$ cat config.mk
export PLATFORM = sky130hd
export DESIGN_NAME = hocs_heartbeat_tx
export DESIGN_NICKNAME = d
export VERILOG_FILES = /design/src/rtl/hocs_heartbeat_tx.sv
export SDC_FILE = /design/constraint.sdc
export NUM_CORES = 1
export LEC_CHECK = 0
export CORE_MARGIN = 3
export CORE_UTILIZATION = 55
export DETAILED_ROUTE_END_ITERATION = 6
export GPL_ROUTABILITY_DRIVEN = 1
export GPL_TIMING_DRIVEN = 0
export PLACE_DENSITY = 0.95
export REMOVE_ABC_BUFFERS = 1
export SYNTH_ARGS = -nofsm -noshare
export SYNTH_HDL_FRONTEND = slang
export SYNTH_SLANG_ARGS = --single-unit
$ cat constraint.sdc
create_clock -name clk -period 4.5 [get_ports clk]
set_clock_uncertainty 0.05 [all_clocks]
set_input_delay 0.675 -clock clk [delete_from_list [all_inputs] [get_ports clk]]
set_output_delay 0.675 -clock clk [all_outputs]
set_load 0.03 [all_outputs]
$ cat src/rtl/hocs_heartbeat_tx.sv
// hocs_heartbeat_tx: transmit end of the HOCS software-liveness heartbeat.
// Toggles heartbeat_signal once per accepted kick. A kick is accepted only
// with the right key and only after a cooldown window.
// Optional feature macro: HB_TX_BADKEY_LOCK_EN. When it is defined, a run of
// BAD_KEY_LIMIT consecutive bad keys forces LOCKED.
module hocs_heartbeat_tx #(
  parameter logic [15:0] KICK_KEY      = 16'hC0DE,
  parameter logic [15:0] MIN_GAP       = 16'd1000,
  parameter logic [3:0]  BAD_KEY_LIMIT = 4'd8
) (
  input  logic        clk,
  input  logic        rst_n,
  input  logic        enable,
  input  logic        system_locked,
  input  logic        kick_valid,
  input  logic [15:0] kick_key,
  output logic        kick_ready,
  output logic        heartbeat_signal,
  output logic        kick_accepted,
  output logic        kick_rejected,
  output logic [1:0]  err_code,
  output logic [3:0]  bad_key_cnt,
  output logic [1:0]  tx_state
);

  localparam int unsigned GAP_W = 16;
  localparam int unsigned CNT_W = 4;

  typedef enum logic [1:0] {
    ST_IDLE     = 2'b00,
    ST_ARMED    = 2'b01,
    ST_COOLDOWN = 2'b10,
    ST_LOCKED   = 2'b11
  } state_e;

  state_e             state_q, state_d;
  logic [GAP_W-1:0]   gap_cnt_q, gap_cnt_d;
  logic               heartbeat_q, heartbeat_d;
  logic               accepted_q, accepted_d;
  logic               rejected_q, rejected_d;
  logic [1:0]         err_q, err_d;
  logic [CNT_W-1:0]   bad_cnt_q, bad_cnt_d;

  logic               xfer;
  logic               key_ok;
  logic [CNT_W-1:0]   bad_cnt_inc;
  logic               lock_hit;

  assign kick_ready  = (state_q == ST_ARMED) || (state_q == ST_COOLDOWN);
  assign xfer        = kick_valid && kick_ready;
  assign key_ok      = (kick_key == KICK_KEY);
  assign bad_cnt_inc = (bad_cnt_q == {CNT_W{1'b1}}) ? bad_cnt_q : bad_cnt_q + CNT_W'(1);

`ifdef HB_TX_BADKEY_LOCK_EN
  assign lock_hit = (bad_cnt_inc == BAD_KEY_LIMIT);
`else
  logic unused_bad_key_limit;
  assign unused_bad_key_limit = ^BAD_KEY_LIMIT;
  assign lock_hit = 1'b0;
`endif

  // State and datapath registers with synchronous active-low reset
  always_ff @(posedge clk) begin
    if (!rst_n) begin
      state_q     <= ST_IDLE;
      gap_cnt_q   <= '0;
      heartbeat_q <= 1'b0;
      accepted_q  <= 1'b0;
      rejected_q  <= 1'b0;
      err_q       <= 2'b00;
      bad_cnt_q   <= '0;
    end else begin
      state_q     <= state_d;
      gap_cnt_q   <= gap_cnt_d;
      heartbeat_q <= heartbeat_d;
      accepted_q  <= accepted_d;
      rejected_q  <= rejected_d;
      err_q       <= err_d;
      bad_cnt_q   <= bad_cnt_d;
    end
  end

  // Next-state logic; lockout outranks enable and kicks
  always_comb begin
    state_d = state_q;
    if (system_locked) begin
      state_d = ST_LOCKED;
    end else begin
      unique case (state_q)
        ST_IDLE: begin
          if (enable) state_d = ST_ARMED;
        end
        ST_ARMED: begin
          if (!enable)                     state_d = ST_IDLE;
          else if (xfer && key_ok)         state_d = ST_COOLDOWN;
          else if (xfer && lock_hit)       state_d = ST_LOCKED;
        end
        ST_COOLDOWN: begin
          if (!enable)                          state_d = ST_IDLE;
          else if (xfer && !key_ok && lock_hit) state_d = ST_LOCKED;
          else if (gap_cnt_q <= GAP_W'(1))      state_d = ST_ARMED;
        end
        default: state_d = ST_LOCKED;
      endcase
    end
  end

  // Datapath updates: heartbeat, pulses, error code, counters
  always_comb begin
    heartbeat_d = heartbeat_q;
    accepted_d  = 1'b0;
    rejected_d  = 1'b0;
    err_d       = err_q;
    bad_cnt_d   = bad_cnt_q;
    gap_cnt_d   = gap_cnt_q;
    if (!system_locked) begin
      unique case (state_q)
        ST_IDLE: begin
          gap_cnt_d = '0;
        end
        ST_ARMED: begin
          if (!enable) begin
            gap_cnt_d = '0;
          end else if (xfer) begin
            if (key_ok) begin
              heartbeat_d = ~heartbeat_q;
              accepted_d  = 1'b1;
              bad_cnt_d   = '0;
              gap_cnt_d   = MIN_GAP;
            end else begin
              rejected_d = 1'b1;
              err_d      = 2'b01;
              bad_cnt_d  = bad_cnt_inc;
            end
          end
        end
        ST_COOLDOWN: begin
          if (!enable) begin
            gap_cnt_d = '0;
          end else begin
            gap_cnt_d = (gap_cnt_q == '0) ? '0 : gap_cnt_q - GAP_W'(1);
            if (xfer) begin
              rejected_d = 1'b1;
              if (key_ok) begin
                err_d = 2'b10;
              end else begin
                err_d     = 2'b11;
                bad_cnt_d = bad_cnt_inc;
              end
            end
          end
        end
        default: ;
      endcase
    end
  end

  assign heartbeat_signal = heartbeat_q;
  assign kick_accepted    = accepted_q;
  assign kick_rejected    = rejected_q;
  assign err_code         = err_q;
  assign bad_key_cnt      = bad_cnt_q;
  assign tx_state         = state_q;

endmodule

==> results_dict.tcl <==
set metrics [dict create \
    dp_hpwl_um 3190 \
    ir_worst_vdd_v 0.000169 \
    setup_tns_ps 0 \
    fillerInstances 210 \
    max_freq_mhz 298 \
    worst_path_dominant_cell_family "simple AND/OR/NAND/NOR gates" \
    total_leakage_power_nw 0.800 \
    tightest_slew_ps 870 \
    endpoint_kind "flop" \
    switching_share_pct 33.6 \
    mappedNetlistArea_um2 1690 \
    yosys_warnings 0 \
    finish.net_count 266 \
    power.total_mw 0.535 \
    core.rowCount 19 \
    dpl_cells 263 \
    tritoncts "built" \
    crit_type "in -> reg" \
    detail_route.vias_per_cell 6.36 \
    cts_inserted_buffers 3 \
    synth.yosys.seq_area_share_pct 31.9 \
    synth.top_cells.by_area "sky130_fd_sc_hd__dfxtp_1 32%, sky130_fd_sc_hd__ha_1 5.9%, sky130_fd_sc_hd__a21oi_1 5.6%" \
    netlist_top_cells_count "27 x sky130_fd_sc_hd__dfxtp_1, 24 x sky130_fd_sc_hd__nand2_1, 19 x sky130_fd_sc_hd__a21oi_1, 14 x sky130_fd_sc_hd__o22ai_1, 13 x sky130_fd_sc_hd__nor2_1" \
    synth.largest_area_cell "sky130_fd_sc_hd__dfxtp_1" \
    io_buffers 32 \
    grt_setup_unrepaired "no" \
    post-synth-top-count-cell "sky130_fd_sc_hd__dfxtp_1" \
    maxSlewHeadroom_pct 41.8 \
    num_vias 1698 \
    design.portCount 33 \
    internal_power_mw 0.356 \
    net-switching-power_mw 0.180 \
    post_route_cells_drive_above_1_share_pct 8.47 \
    slew_viol_final 0 \
    ys.flop_type "sky130_fd_sc_hd__dfxtp_1" \
    r2r_start "tx_state[1]" \
    cts.reportedPaths.clkPinSlew_ps 160 \
    clockBufferDepth 2 \
    die_area_um2 3780 \
    critical_path_buf_inv_count 1 \
    vertical_die_dimension_um 61.5 \
    core_region_area_um2 2850 \
    detail_route.drc_violations 0 \
    worst_hold_startpoint "err_code[0]" \
    area.growth.synth_to_final_pct 19.6 \
    clk_latency_ps 340 \
    tritoncts_num_sinks 27 \
    timing.critical_path.from_type "input pin" \
    ant_nets 0 \
    rr_endpoint "gap_cnt_q[1]" \
    worst_ep_arrival_time_ps 3580 \
    root_buffer "sky130_fd_sc_hd__clkbuf_4" \
    power.density_nw_per_um2 264 \
    maxCapViolCount 0 \
    critPathMaxFanout 16 \
    hold-path-endpoint "err_code[0]" \
    timing.hold.ws_ps 442 \
    grt_max_degree 25 \
    ys_async_sr_fraction_pct 0 \
    maximum_level_of_the_cts_h_tree 1 \
    synth_cell_types 52 \
    setup.reg_to_reg.worst_slack_ps 1840 \
    timing.critical_path.cells "clkdlybuf4s50_1 -> or4b_1 -> nor4_4 -> a41oi_2 -> or3_1 -> a21oi_1" \
    holdCritPathClass "reg -> reg" \
    die_x_um 61.5 \
    timing_hold_violations_final 0 \
    final_cells 267 \
    cts-hold-fix-buffers 0 \
    clockPowerShare_pct 20.7 \
    cts_setup_buffers 0 \
    initialDrtViolationCount 96 \
    final_routed_wirelength_across_all_metal_layers_um 4270 \
    post_synth.cell_area_avg_um2 8.11 \
    final_util_pct 71.0 \
    power.share.combinational_pct 31.6 \
    first_global_vias 1482 \
    antenna-diode-count 0 \
    post_synth_inst_count 209 \
    drt_pass1_iterations 4 \
    slowest_cell_on_the_critical_path "sky130_fd_sc_hd__nor4_4" \
    aggregate_global_routing_overflow 0 \
    critPathRequiredTime_ps 4720 \
    ys_seq_elements 27 \
    synth_top_area_share_pct 31.9 \
    grt_first_pass_wirelength_um 6560 \
    timing.critical_path.slowest_cell_delay_ps 700 \
    grt_usage_pct 22.2 \
    floorplan.initialDensity_pct 59.4 \
    outcome "finished clean" \
    place.gp.congestion 0.879 \
    initial_antenna_violation_count 0 \
    finalCritPeriodShare_pct 74.6 \
    setup_viol 0 \
    synth_enable_flop_cells 0 \
    worstHoldPathCells 2 \
    final_period_minus_worst_setup_slack_ps 3360 \
    drt-wirelength-per-cell_um 16.0 \
    sequential_share_of_power_pct 47.6 \
    cts_resized 0 \
    reg2regPathDepth 7 \
]
[flip-flops by register name, indices dropped and copies added (netlist names)]
name,cells
tx_state,2
heartbeat_signal,1
kick_accepted,1
kick_rejected,1
err_code,2
bad_key_cnt,4
gap_cnt_q,16
[per-stage QoR]
stage               area (um^2)  setup slack, ps
floorplan                  1640             1620
global placement           2000              888
detailed placement         2000              832
CTS                        2030             1150
global route               2030             1010
finish                     2030             1140
[per-layer routing]
metal | global-route usage (%) | vias up | routed length, um
li1 | - | 830 | -
met3 | 1.47 | 13 | 240
met5 | 0 | - | 0
met1 | 30.5 | 779 | 1840
met4 | 9.09 | 0 | 106
met2 | 35.9 | 76 | 2080
[placed cells by master, fill, tap and decap left out, drive strengths merged, types with 4 or more instances in the layout]
cell	count
a21oi	22
o21ai	5
nor3	7
nand3	10
or3	10
and2	4
nand2	24
dfxtp	27
inv	7
nand4b	4
or4	6
nand2b	4
clkdlybuf4s50	32
ha	8
nor2	13
o22ai	14
[layout make-up]
type	count	area, um^2	share of cell area (%)
multi-input cells	166	1070	52.8
flip-flops and latches	27	541	26.7
repair buffers	32	320	15.8
well taps	31	38.8	1.91
inverters	7	26.3	1.30
clock buffers	3	22.5	1.11
clock inverters	1	7.51	0.371
[worst min-delay path, stage by stage, from the launching register on]
cell,delay (ps)
sky130_fd_sc_hd__dfxtp_1,340
sky130_fd_sc_hd__o21ai_0,70
sky130_fd_sc_hd__a21oi_1,60
[cells by family after synthesis]
| group | Yosys count | synth area share (%) |
|---|---|---|
| buf+inv | 16 | 4.95 |
| mux | 3 | 1.92 |
| compound gates | 55 | 21.0 |
| xor+xnor | 3 | 1.55 |
| simple gates | 97 | 32.8 |
| flops | 27 | 31.9 |
| fa+ha+maj | 8 | 5.91 |
[power by group through the flow]
stage	clock, mW	sequential [mW]	combinational [mW]
after global routing	0.118	0.256	0.183
final	0.111	0.255	0.169
after detailed placement	0	0.260	0.164
after global placement	0	0.259	0.160
after CTS	0.113	0.255	0.166
after floorplan	0	0.266	0.101
[how the worst max path moves through the flow]
stage / depth (start not counted) / start / end / slack, ps
after floorplan: 5 / kick_key[9] / tx_state[0] / 1620
after global placement: 6 / kick_key[9] / tx_state[0] / 890
after detailed placement: 6 / kick_key[9] / gap_cnt_q[1] / 830
after CTS: 6 / kick_key[9] / gap_cnt_q[1] / 1150
after global routing: 6 / kick_key[9] / gap_cnt_q[1] / 1010
final: 6 / kick_key[9] / gap_cnt_q[1] / 1140
Power figures use the tool's default switching activity.
